## src/rtl/input_conditioner.sv

```systemverilog
// Per-channel conditioning of raw asynchronous inputs: optional inversion, a synchronizer chain,
// a debounce counter, and registered edge, toggle and long-press pulses.
module input_conditioner #(
  parameter int                  Channels       = 3,
  parameter int                  SyncStages     = 2,
  parameter int                  DebounceCycles = 250000,
  parameter int                  HoldCycles     = 0,
  parameter logic [Channels-1:0] InvertMask     = '0
) (
  input  logic                clk_i,
  input  logic                rst_i,
  input  logic [Channels-1:0] raw_async_unsafe_i,
  output logic [Channels-1:0] level_o,
  output logic [Channels-1:0] rise_o,
  output logic [Channels-1:0] fall_o,
  output logic [Channels-1:0] toggle_o,
  output logic [Channels-1:0] hold_o
);

  localparam int              CntW    = $clog2(DebounceCycles + 1);
  localparam logic [CntW-1:0] CntLast = CntW'(DebounceCycles - 1);

  logic [SyncStages-1:0][Channels-1:0] sync_q, sync_d;
  logic [Channels-1:0][CntW-1:0]       cnt_q, cnt_d;
  logic [Channels-1:0]                 level_q, level_d;
  logic [Channels-1:0]                 rise_q, rise_d;
  logic [Channels-1:0]                 fall_q, fall_d;
  logic [Channels-1:0]                 toggle_q, toggle_d;
  logic [Channels-1:0]                 synced;

  // Inversion is the only logic allowed ahead of the first synchronizer flop.
  always_comb begin
    sync_d    = sync_q;
    sync_d[0] = raw_async_unsafe_i ^ InvertMask;
    for (int s = 1; s < SyncStages; s++) begin
      sync_d[s] = sync_q[s-1];
    end
  end

  assign synced = sync_q[SyncStages-1];

  always_comb begin
    cnt_d    = cnt_q;
    level_d  = level_q;
    rise_d   = '0;
    fall_d   = '0;
    toggle_d = toggle_q;
    for (int ch = 0; ch < Channels; ch++) begin
      if (synced[ch] == level_q[ch]) begin
        cnt_d[ch] = '0;
      end else if (cnt_q[ch] == CntLast) begin
        // The counter never passes CntLast: a mismatch here commits, a match clears.
        cnt_d[ch]   = '0;
        level_d[ch] = synced[ch];
        rise_d[ch]  = synced[ch];
        fall_d[ch]  = ~synced[ch];
        toggle_d[ch] = toggle_q[ch] ^ synced[ch];
      end else begin
        cnt_d[ch] = cnt_q[ch] + CntW'(1);
      end
    end
  end

  always_ff @(posedge clk_i or posedge rst_i) begin
    if (rst_i) begin
      sync_q   <= '0;
      cnt_q    <= '0;
      level_q  <= '0;
      rise_q   <= '0;
      fall_q   <= '0;
      toggle_q <= '0;
    end else begin
      sync_q   <= sync_d;
      cnt_q    <= cnt_d;
      level_q  <= level_d;
      rise_q   <= rise_d;
      fall_q   <= fall_d;
      toggle_q <= toggle_d;
    end
  end

  assign level_o  = level_q;
  assign rise_o   = rise_q;
  assign fall_o   = fall_q;
  assign toggle_o = toggle_q;

  if (HoldCycles > 0) begin : g_hold
    localparam int               HoldW    = $clog2(HoldCycles + 1);
    localparam logic [HoldW-1:0] HoldMax  = HoldW'(HoldCycles);
    localparam logic [HoldW-1:0] HoldLast = HoldW'(HoldCycles - 1);

    logic [Channels-1:0][HoldW-1:0] hcnt_q, hcnt_d;
    logic [Channels-1:0]            hold_q, hold_d;

    // Counter parks at HoldMax so a press held indefinitely yields a single pulse.
    always_comb begin
      hcnt_d = hcnt_q;
      hold_d = '0;
      for (int ch = 0; ch < Channels; ch++) begin
        if (!level_q[ch]) begin
          hcnt_d[ch] = '0;
        end else begin
          if (hcnt_q[ch] < HoldMax) begin
            hcnt_d[ch] = hcnt_q[ch] + HoldW'(1);
          end
          hold_d[ch] = (hcnt_q[ch] == HoldLast);
        end
      end
    end

    always_ff @(posedge clk_i or posedge rst_i) begin
      if (rst_i) begin
        hcnt_q <= '0;
        hold_q <= '0;
      end else begin
        hcnt_q <= hcnt_d;
        hold_q <= hold_d;
      end
    end

    assign hold_o = hold_q;
  end else begin : g_no_hold
    assign hold_o = '0;
  end

endmodule

```

## config.mk

```make
export PLATFORM = sky130hd
export DESIGN_NAME = input_conditioner
export DESIGN_NICKNAME = d
export VERILOG_FILES = /design/src/rtl/input_conditioner.sv
export SDC_FILE = /design/constraint.sdc
export NUM_CORES = 1
export LEC_CHECK = 0
export BUFFER_PORTS_ARGS = -buffer_cell sky130_fd_sc_hd__buf_2
export CAP_MARGIN = 20
export CORE_AREA = 2 2 66 114
export DETAILED_ROUTE_END_ITERATION = 10
export DIE_AREA = 0 0 68 116
export HOLD_SLACK_MARGIN = 0.15
export PLACE_DENSITY = 0.66
export SYNTH_ARGS = -nofsm -noshare
export SYNTH_HDL_FRONTEND = slang
export SYNTH_SLANG_ARGS = --single-unit
```

## constraint.sdc

```tcl
create_clock -name clk_i -period 3.9 [get_ports clk_i]
set_input_delay 0.975 -clock clk_i [delete_from_list [all_inputs] [get_ports clk_i]]
set_output_delay 0.975 -clock clk_i [all_outputs]
set_load 0.02 [all_outputs]
```

After elaboration in Yosys (flattened, before gate mapping)
Index checks and enable logic that the tools add are counted.
{"block": "op_classes", "n_addsub": 3, "n_reduce_logical": 3, "bitwise_logic": 9, "muxes": 18, "eq_ne": 6}
{"cell": "two-way mux 18 bit", "n": 6}
{"cell": "adder 18 x 1 -> 18 bit (second input constant)", "n": 3}
{"cell": "== test 18 bit (second input constant)", "n": 3}
{"cell": "two-way mux 1 bit", "n": 12}
{"cell": "inverter 1 bit", "n": 6}
{"cell": "AND reduction 2 bit", "n": 3}
{"cell": "== test 1 bit", "n": 3}
{"cell": "XOR 1 bit", "n": 3}
{"block": "totals", "ff_bits": 72, "wordCells": 52}

Depth between registers and ports, before layout
Gate-level depths: netlist of run 1.
{"block": "depth", "word_depth": 3, "ltp_mapped": 7, "mapped_depth_nobuf": 5}

Worst setup path before layout of run 1
Ideal clock, no wire load.
{"block": "synth_path", "kind": "register to register", "startpoint": "register cnt_q[36] (netlist bit)", "endpoint": "register cnt_q[52] (netlist bit)", "arrival_time_ns": 1.735, "path_buffers": 0, "setup_slack_ns": 2.090, "stages_incl_launch_ff": 6, "cell_sequence": "dfrtp_1 > ha_1 > nand3_1 > or3_1 > or4_4 > a21oi_2"}
{"element": "start, declared", "line_no": "24", "rtl": "logic [Channels-1:0][CntW-1:0] cnt_q, cnt_d;"}
{"element": "start signal, assigned", "line_no": "74", "rtl": "cnt_q <= cnt_d;"}

==> run summary, run 1 <==
Outcome: complete, no violations
Startpoint class of the critical path: flip-flop
RSZ-0062 raised after global routing: false
Post-synth EDFFs: 0
Initial antenna violation count: 0
Slowest CP cell: o21ai_1
Most used DFF post-synth: dfrtp_1
Sink Count: 72
Clock root cell: clkbuf_16
Reg2reg end: cnt_q[46]
Seq/Total Area, Yosys: 0.5351
First-pass GRT wire length: 10.37 mm
Fin. Hold Viols: 0
Initial Util: 0.4875
CP endpoint kind: flip-flop
Row cnt: 40
Syn_area_per_cell: 10.33 um^2
GRT Residual Overflow: 0
Ranking of synthesized cells by area: dfrtp_1 54%, xnor2_1 8.6%, nor2_1 6.2%
Buf/Inv on CP: 1
Setup_tns: 0 ns
Commonest non-fill, non-tap cell in the layout: dfrtp_1
WP data required: 4.11 ns
Final setup violation count: 0
DR vias/cell: 5.447
Post-Route WL: 6.064 mm
Pwr per Cell Area: 449.5 mW/mm^2
Worst R2R Path Depth: 6
Vias in the first global route: 2340
H-tree levels: 3
WP data arrival: 2.17 ns
Final instance area: 0.003859 mm^2
CTS resizes: 0
Filler Cells Inserted: 601
Avg WL per Cell: 13.84 um
Setup Buffers After CTS: 0
Final cell utilization of the core: 0.5587
Clock skew: 0.006534 ns
Area after DPL: 0.003511 mm^2
HPWL Detailed: 4.132 mm
VDD IR max: 0.2823 mV
Hold Path Class: reg2reg
Async SR Flop Fraction: 1.000
Post-Synthesis Cells: 326
Total track usage: 0.1760
CP Cell Sequence: ha_1, and3_1, nand4_1, o21ai_1, buf_6, nor2_1
Max Slew Vio Count: 0
Register clock-pin slew on the reported worst setup and hold paths: 0.05 ns
Diode count: 0
Die area: 0.007888 mm^2
Yosys Warn Count: 0
Post-layout net count: 357
ANT nets after route: 0
CTS tree: done
Share of cells above drive strength 1: 0.1243
Cell Area, Synth: 0.003367 mm^2
CTS buffer count: 9
CTS Hold Bufs: 0
Remaining DRCs: 0
Post-synth cell types: 42
Clk Latency, worst-skew pair: 0.33 ns
Multi-input logic area: 0.001464 mm^2
Flops & latches, synth: 72
Hold Crit Start: sync_d[4]
Hold WS: 0.3480 ns
Chip width: 68 um
Top Family by Delay on Critical Path: compound AO/OA/AOI/OAI gates
Total power: 1.734 mW
Core area: 0.006907 mm^2
Die height: 116 um
Max-slew headroom: 0.4081
Leak: 1.629 nW
I/O Buffers: 16
Hold endpoint: synced[1]
Setup CP Type: reg2reg
Ports: 20
Largest net degree at the start of global routing: 73
Sequential Area: 0.001802 mm^2
Final period util: 0.5012
Hold Crit Depth: 0
Via count: 2386
Worst-Margin Slew: 0.8879 ns
Iter 0 DRT Violations: 94
Final Critical Period: 1.955 ns
Worst reg-to-reg setup slack: 1.95 ns
Number of iterations in the first detailed-routing pass: 4
Routability cong.: 0.7916
Crit path max fanout: 9
Most frequent cells in the layout: 72 x dfrtp_1, 56 x nor2_1, 33 x xnor2_1
Area leader, netlist: dfrtp_1
Reg-to-reg startpoint: cnt_q[36]
Max Cap Violations: 0
Crit path largest cell delay: 0.57 ns
Max Fclk: 511.6 MHz
Clock Tree Buf Depth: 2
Area growth, synth to finish: 14.60%
Synth top area share: 0.5351
## Yosys cell counts, types with 3 or more instances
cell type and count:
and3_1 6, nand4_1 12, xnor2_1 33, xor2_1 14
o31ai_1 3, nand2_1 14, ha_1 3, nor3_1 11
or4_1 3, nand3_1 21, nor2_1 56, buf_2 3
buf_4 3, o21ai_0 5, inv_1 12, a21oi_1 4
nor4_1 20, dfrtp_1 72
## registers in the layout, indices dropped and copies added (netlist names)
name / cells
fall_o: 3
toggle_o: 3
rise_o: 3
sync_d: 3
cnt_q: 54
level_o: 3
synced: 3
## where the power goes
part | total, mW | switching (mW) | internal [mW]
combinational | 0.0458 | 0.0331 | 0.0126
sequential | 0.768 | 0.00958 | 0.758
clock | 0.921 | 0.299 | 0.622
total | 1.73 | 0.341 | 1.39
## per-stage QoR
stage          setup slack [ns]  std cells
6_report                  1.945        438
5_1_grt                   1.755        438
4_1_cts                   1.637        437
3_5_place_dp              1.638        421
3_3_place_gp              1.732        421
2_1_floorplan             1.100        328
## cell type report
type | instances | share of cell area
clock buffers | 10 | 0.05934
clock inverters | 6 | 0.02789
inverters | 12 | 0.01167
multi-input cells | 235 | 0.3794
flip-flops and latches | 72 | 0.4669
well taps | 84 | 0.02724
repair buffers | 19 | 0.02756
## logic make-up (layout without fill, tap and decap cells)
kind of cell	after synthesis	after routing	share of synthesized area
AND/OR/NAND/NOR	161	161	0.2542
multiplexers	4	4	0.01263
other	1	3	0.001114
buffers and inverters	21	47	0.03233
adder cells (fa/ha/maj)	3	3	0.01115
flip-flops	72	72	0.5351
XOR/XNOR	47	47	0.1223
AO/OA/AOI/OAI	17	17	0.03121
## how the worst max path moves through the flow
stage	from	endpoint	slack (ns)	depth (start not counted)
after global placement	cnt_q[36]	cnt_q[44]	1.73	5
after floorplan	rst_i	cnt_q[0]	1.10	1
after global routing	cnt_q[36]	cnt_q[50]	1.76	6
after CTS	cnt_q[36]	cnt_q[38]	1.64	5
final	cnt_q[36]	cnt_q[46]	1.95	6
after detailed placement	cnt_q[36]	cnt_q[40]	1.64	5
## layer usage
metal	up-vias	routed length, um	GRT usage
met4	0	126	0.08800
met5	-	0	0
met2	23	3205	0.2958
met3	9	133	0.05437
li1	1177	-	-
met1	1177	2598	0.1962
(Power assumes the default switching activity.)
==> inputs of run 2 (changes only) <==
Clock period 3.9 ns to 1.8 ns, I/O delays scaled along.
==> run 2 against run 1 <==
Net effect: worst setup slack lost 1.9 ns; combinational power rose to 2.6 times the previous value; maximum frequency is 12% higher; core utilization grew 3.7 points; via count rose by 3.4%; largest cell class unchanged; critical path depth decreased by 1; first-iteration DRC count grew 6.4%; critical path type unchanged.
==> run summary, run 2 (synthesized netlist as in run 1, its figures left out) <==
Clock skew: 0.008267 ns (was 0.006534 ns)
Initial Util: 0.4875 (unchanged)
Avg WL per Cell: 14.24 um (was 13.84 um)
Vias in the first global route: 2534 (was 2340)
Max FFs per register: 54 (unchanged)
CP endpoint kind: flip-flop (unchanged)
Hold Path Class: in2async (was reg2reg)
Initial antenna violation count: 0 (unchanged)
Core area: 0.006907 mm^2 (unchanged)
Startpoint class of the critical path: flip-flop (unchanged)
Setup CP Type: reg2reg (unchanged)
Top Family by Delay on Critical Path: simple AND/OR/NAND/NOR gates (was compound AO/OA/AOI/OAI gates)
Final setup violation count: 0 (unchanged)
CTS Hold Bufs: 0 (unchanged)
Routability cong.: 0.8338 (was 0.7916)
Diode count: 0 (unchanged)
Biggest register: cnt_q (unchanged)
Number of iterations in the first detailed-routing pass: 4 (unchanged)
Chip width: 68 um (unchanged)
Post-layout net count: 385 (was 357)
Hold WS: 0.1509 ns (was 0.3480 ns)
Worst reg-to-reg setup slack: 0.06 ns (was 1.95 ns)
Die area: 0.007888 mm^2 (unchanged)
Outcome: complete, no violations (unchanged)
Register clock-pin slew on the reported worst setup and hold paths: 0.06 ns (was 0.05 ns)
GRT Residual Overflow: 0 (unchanged)
CTS buffer count: 9 (unchanged)
Clock root cell: clkbuf_16 (unchanged)
Pwr per Cell Area: 869.9 mW/mm^2 (was 449.5 mW/mm^2)
Final period util: 0.9663 (was 0.5012)
Leak: 1.754 nW (was 1.629 nW)
First-pass GRT wire length: 11.04 mm (was 10.37 mm)
Max-slew headroom: 0.6533 (was 0.4081)
Max Slew Vio Count: 0 (unchanged)
ANT nets after route: 0 (unchanged)
Clock Tree Buf Depth: 2 (unchanged)
DR vias/cell: 5.296 (was 5.447)
Remaining DRCs: 0 (unchanged)
Crit path largest cell delay: 0.52 ns (was 0.57 ns)
Buf/Inv on CP: 0 (was 1)
Total track usage: 0.1868 (was 0.1760)
Worst-Margin Slew: 0.5189 ns (was 0.8879 ns)
VDD IR max: 0.5407 mV (was 0.2823 mV)
CP Cell Sequence: ha_4, nand3_2, or3_4, or4_4, a21oi_2 (was ha_1, and3_1, nand4_1, o21ai_1, buf_6, nor2_1)
WP data required: 2.06 ns (was 4.11 ns)
Max Cap Violations: 0 (unchanged)
Largest net degree at the start of global routing: 30 (was 73)
Final Critical Period: 1.739 ns (was 1.955 ns)
Share of cells above drive strength 1: 0.2068 (was 0.1243)
Crit path max fanout: 3 (was 9)
Ports: 20 (unchanged)
Row cnt: 40 (unchanged)
H-tree levels: 3 (unchanged)
Fin. Hold Viols: 0 (unchanged)
I/O Buffers: 16 (unchanged)
Via count: 2468 (was 2386)
Iter 0 DRT Violations: 100 (was 94)
Slowest CP cell: or4_4 (was o21ai_1)
Sink Count: 72 (unchanged)
Setup_tns: 0 ns (unchanged)
Die height: 116 um (unchanged)
Area growth, synth to finish: 22.22% (was 14.60%)
Max Fclk: 574.9 MHz (was 511.6 MHz)
Post-Route WL: 6.635 mm (was 6.064 mm)
Clk Latency, worst-skew pair: 0.33 ns (about the same)
Most frequent cells in the layout: 72 x dfrtp_1, 56 x nor2_1, 33 x xnor2_1 (unchanged)
WP data arrival: 2.00 ns (was 2.17 ns)
CTS tree: done (unchanged)
HPWL Detailed: 4.734 mm (was 4.132 mm)
Total power: 3.580 mW (was 1.734 mW)
Commonest non-fill, non-tap cell in the layout: dfrtp_1 (unchanged)
run 2: cell count changes in the layout (fill, tap and decap cells not counted), sizes merged:
cell	previous run	this run
clkbuf	10	9
clkinvlp	1	4
clkinv	2	1
buf	19	47
inv	12	13
bufinv	3	1
run 2: repair_timing:
item                                    4_1_cts  5_1_grt
hold endpoints to repair                      0        0
buffers inserted                              0        2
resized for setup                             2        5
pin swaps                                     0        1
endpoints found under the setup margin       11        7
cloned                                        0        0
run 2: path summary, 6_finish.rpt:
path                                             from         to  cells after the start
worst min register to register              sync_d[4]  synced[1]                      0
worst min-delay path                            rst_i  fall_o[1]                      2
max in group asynchronous                       rst_i  cnt_q[44]                      3
worst max-delay path                        cnt_q[37]  cnt_q[52]                      5
min in group clk_i              raw_async_unsafe_i[1]  sync_d[4]                      1
worst max register to register              cnt_q[37]  cnt_q[52]                      5
run 2: per-layer routing:
layer  vias up  share of wire  global-route usage
met5         -              0                   0
met4         0          0.033             0.09333
met3        15          0.024             0.05340
met2        34           0.54              0.3288
met1      1181           0.41              0.1962
li1       1238              -                   -
run 2: power breakdown:
part / internal (mW) / switching (mW)
logic: 0.0435 / 0.0778
clock network: 1.08 / 0.710
registers: 1.64 / 0.0226
run 2: metrics by stage:
| stage | cell area, um^2 | utilization | setup WS (ns) | std cells |
|---|---|---|---|---|
| after global placement | 3750 | 0.5429 | 0.05353 | 448 |
| final | 4115 | 0.5958 | 0.06066 | 466 |
| after CTS | 4070 | 0.5893 | 0.02482 | 464 |
| after floorplan | 3386 | - | 0.02109 | 328 |
| after detailed placement | 3750 | 0.5429 | -0.002891 | 448 |
| after global routing | 4115 | 0.5958 | -0.01039 | 466 |
run 2: layout make-up:
class | instances | area [um^2]
clock buffer | 9 | 225.2
clock inverter | 7 | 78.83
fill | 580 | 2791
inverter | 12 | 48.80
multi-input combinational | 235 | 1518
sequential | 72 | 1802
tap | 84 | 105.1
timing repair buffer | 47 | 337.8
==> inputs of run 3 (changes only) <==
Settings changed: CORE_AREA 2 2 66 114 to 2 2 82 92, DIE_AREA 0 0 68 116 to 0 0 84 94.
==> run 3 against run 2 <==
Net effect: global-route usage fell by 1.7 points; design area fell by 3.3%; maximum frequency rose by 1.5%; routed wire length fell by 8.0%; via count fell by 0.24%; core utilization fell by 2.1 points; sequential cell count did not move; first-iteration DRC count rose by 41%; critical path depth did not move; total power fell by 20%; sequential power barely moved.
==> run summary, run 3 (synthesized netlist as in run 1, its figures left out) <==
Max FFs per register: 54 (unchanged)
Largest net degree at the start of global routing: 23 (was 30)
Routability cong.: 0.8404 (was 0.8338)
Commonest non-fill, non-tap cell in the layout: dfrtp_1 (unchanged)
Max Cap Violations: 0 (unchanged)
Filler Cells Inserted: 596 (was 580)
First-pass GRT wire length: 10.54 mm (was 11.04 mm)
Remaining DRCs: 0 (unchanged)
Share of cells above drive strength 1: 0.2000 (was 0.2068)
Avg WL per Cell: 13.12 um (was 14.24 um)
Final Critical Period: 1.713 ns (was 1.739 ns)
Vias in the first global route: 2341 (was 2534)
Initial antenna violation count: 0 (unchanged)
Max Slew Vio Count: 0 (unchanged)
H-tree levels: 3 (unchanged)
Row cnt: 32 (was 40)
Fin. Hold Viols: 0 (unchanged)
Post-layout net count: 385 (unchanged)
Leak: 1.695 nW (was 1.754 nW)
Crit path max fanout: 3 (unchanged)
Chip width: 84 um (was 68 um)
Clk Latency, worst-skew pair: 0.35 ns (was 0.33 ns)
WP data arrival: 1.99 ns (was 2.00 ns)
CP endpoint kind: flip-flop (unchanged)
Final period util: 0.9516 (was 0.9663)
Die height: 94 um (was 116 um)
Outcome: complete, no violations (unchanged)
Total power: 2.870 mW (was 3.580 mW)
Area growth, synth to finish: 18.17% (was 22.22%)
CTS tree: done (unchanged)
Final cell utilization of the core: 0.5744 (was 0.5958)
Ports: 20 (unchanged)
Number of iterations in the first detailed-routing pass: 4 (unchanged)
CTS buffer count: 9 (unchanged)
Initial Util: 0.4861 (was 0.4875)
Register clock-pin slew on the reported worst setup and hold paths: 0.07 ns (was 0.06 ns)
Biggest register: cnt_q (unchanged)
Setup_tns: 0 ns (unchanged)
Setup CP Type: reg2reg (unchanged)
Core area: 0.006927 mm^2 (was 0.006907 mm^2)
Clock root cell: clkbuf_8 (was clkbuf_16)
Pwr per Cell Area: 721.2 mW/mm^2 (was 869.9 mW/mm^2)
Via count: 2462 (was 2468)
I/O Buffers: 16 (unchanged)
Hold Path Class: in2reg (was in2async)
Diode count: 0 (unchanged)
Reg2reg end: cnt_q[52] (unchanged)
Worst Setup EP: cnt_q[52] (unchanged)
Worst reg-to-reg setup slack: 0.09 ns (was 0.06 ns)
Setup crit start: cnt_q[37] (unchanged)
GRT Residual Overflow: 0 (unchanged)
Iter 0 DRT Violations: 141 (was 100)
RSZ-0062 raised after global routing: false
Most frequent cells in the layout: 72 x dfrtp_1, 56 x nor2_1, 33 x xnor2_1 (unchanged)
Total track usage: 0.1694 (was 0.1868)
Max Fclk: 583.8 MHz (was 574.9 MHz)
Clock skew: 0.005635 ns (was 0.008267 ns)
Hold Crit Start: raw_async_unsafe_i[0]
ANT nets after route: 0 (unchanged)
Post-Route WL: 6.102 mm (was 6.635 mm)
DR vias/cell: 5.295 (was 5.296)
VDD IR max: 0.4876 mV (was 0.5407 mV)
Startpoint class of the critical path: flip-flop (unchanged)
Clock Tree Buf Depth: 2 (unchanged)
Die area: 0.007896 mm^2 (was 0.007888 mm^2)
Reg-to-reg startpoint: cnt_q[37] (unchanged)
Worst R2R Path Depth: 5 (unchanged)
WP data required: 2.08 ns (was 2.06 ns)
HPWL Detailed: 4.415 mm (was 4.734 mm)
Sink Count: 72 (unchanged)
Final setup violation count: 0 (unchanged)
Hold WS: 0.2008 ns (was 0.1509 ns)
-- run 3: critical path, cell delays in order (launching register included) --
cell and delay [ns]:
dfrtp_1 0.41, ha_4 0.16, nand3_2 0.08, or3_4 0.37, or4_4 0.51, a21oi_2 0.12
-- run 3: report_power, final --
group	internal, mW	total [mW]	switching, mW
Clock	0.514	1.08	0.564
Combinational	0.0512	0.129	0.0780
Sequential	1.64	1.66	0.0224
-- run 3: worst min-delay path by stage --
stage	end	cells after the start
2_1_floorplan	synced[0]	0
3_3_place_gp	synced[1]	0
3_5_place_dp	synced[0]	0
4_1_cts	sync_d[3]	1
5_1_grt	sync_d[3]	1
6_report	sync_d[3]	1
-- run 3: timing repair --
action                                  CTS  global route
hold buffers                              1             0
resized for setup                         0             6
endpoints found under the setup margin    0             4
setup buffers                             0             1
hold endpoints to repair                 12             0
-- run 3: through the flow --
step           instance area [um^2]  instances  setup slack (ns)
6_report                       3979        465           0.08707
5_1_grt                        3979        465          0.002956
4_1_cts                        3934        464           0.02124
3_5_place_dp                   3764        449           0.03557
3_3_place_gp                   3764        449           0.06049
2_1_floorplan                  3386        328           0.02109
-- run 3: layout make-up --
type	count	area (um^2)	share of cell area
sequential	72	1802	0.4528
multi-input combinational	235	1509	0.3792
timing repair buffer	47	352.8	0.08868
clock buffer	10	137.6	0.03459
tap	85	106.4	0.02673
inverter	12	48.80	0.01226
clock inverter	4	22.52	0.005660
-- run 3: layer usage --
layer,vias to the layer above,wire [um],GRT usage
li1,1235,-,-
met1,1184,2870,0.2105
met2,34,2941,0.2827
met3,9,173,0.03691
met4,0,118,0.07930
met5,-,0,0
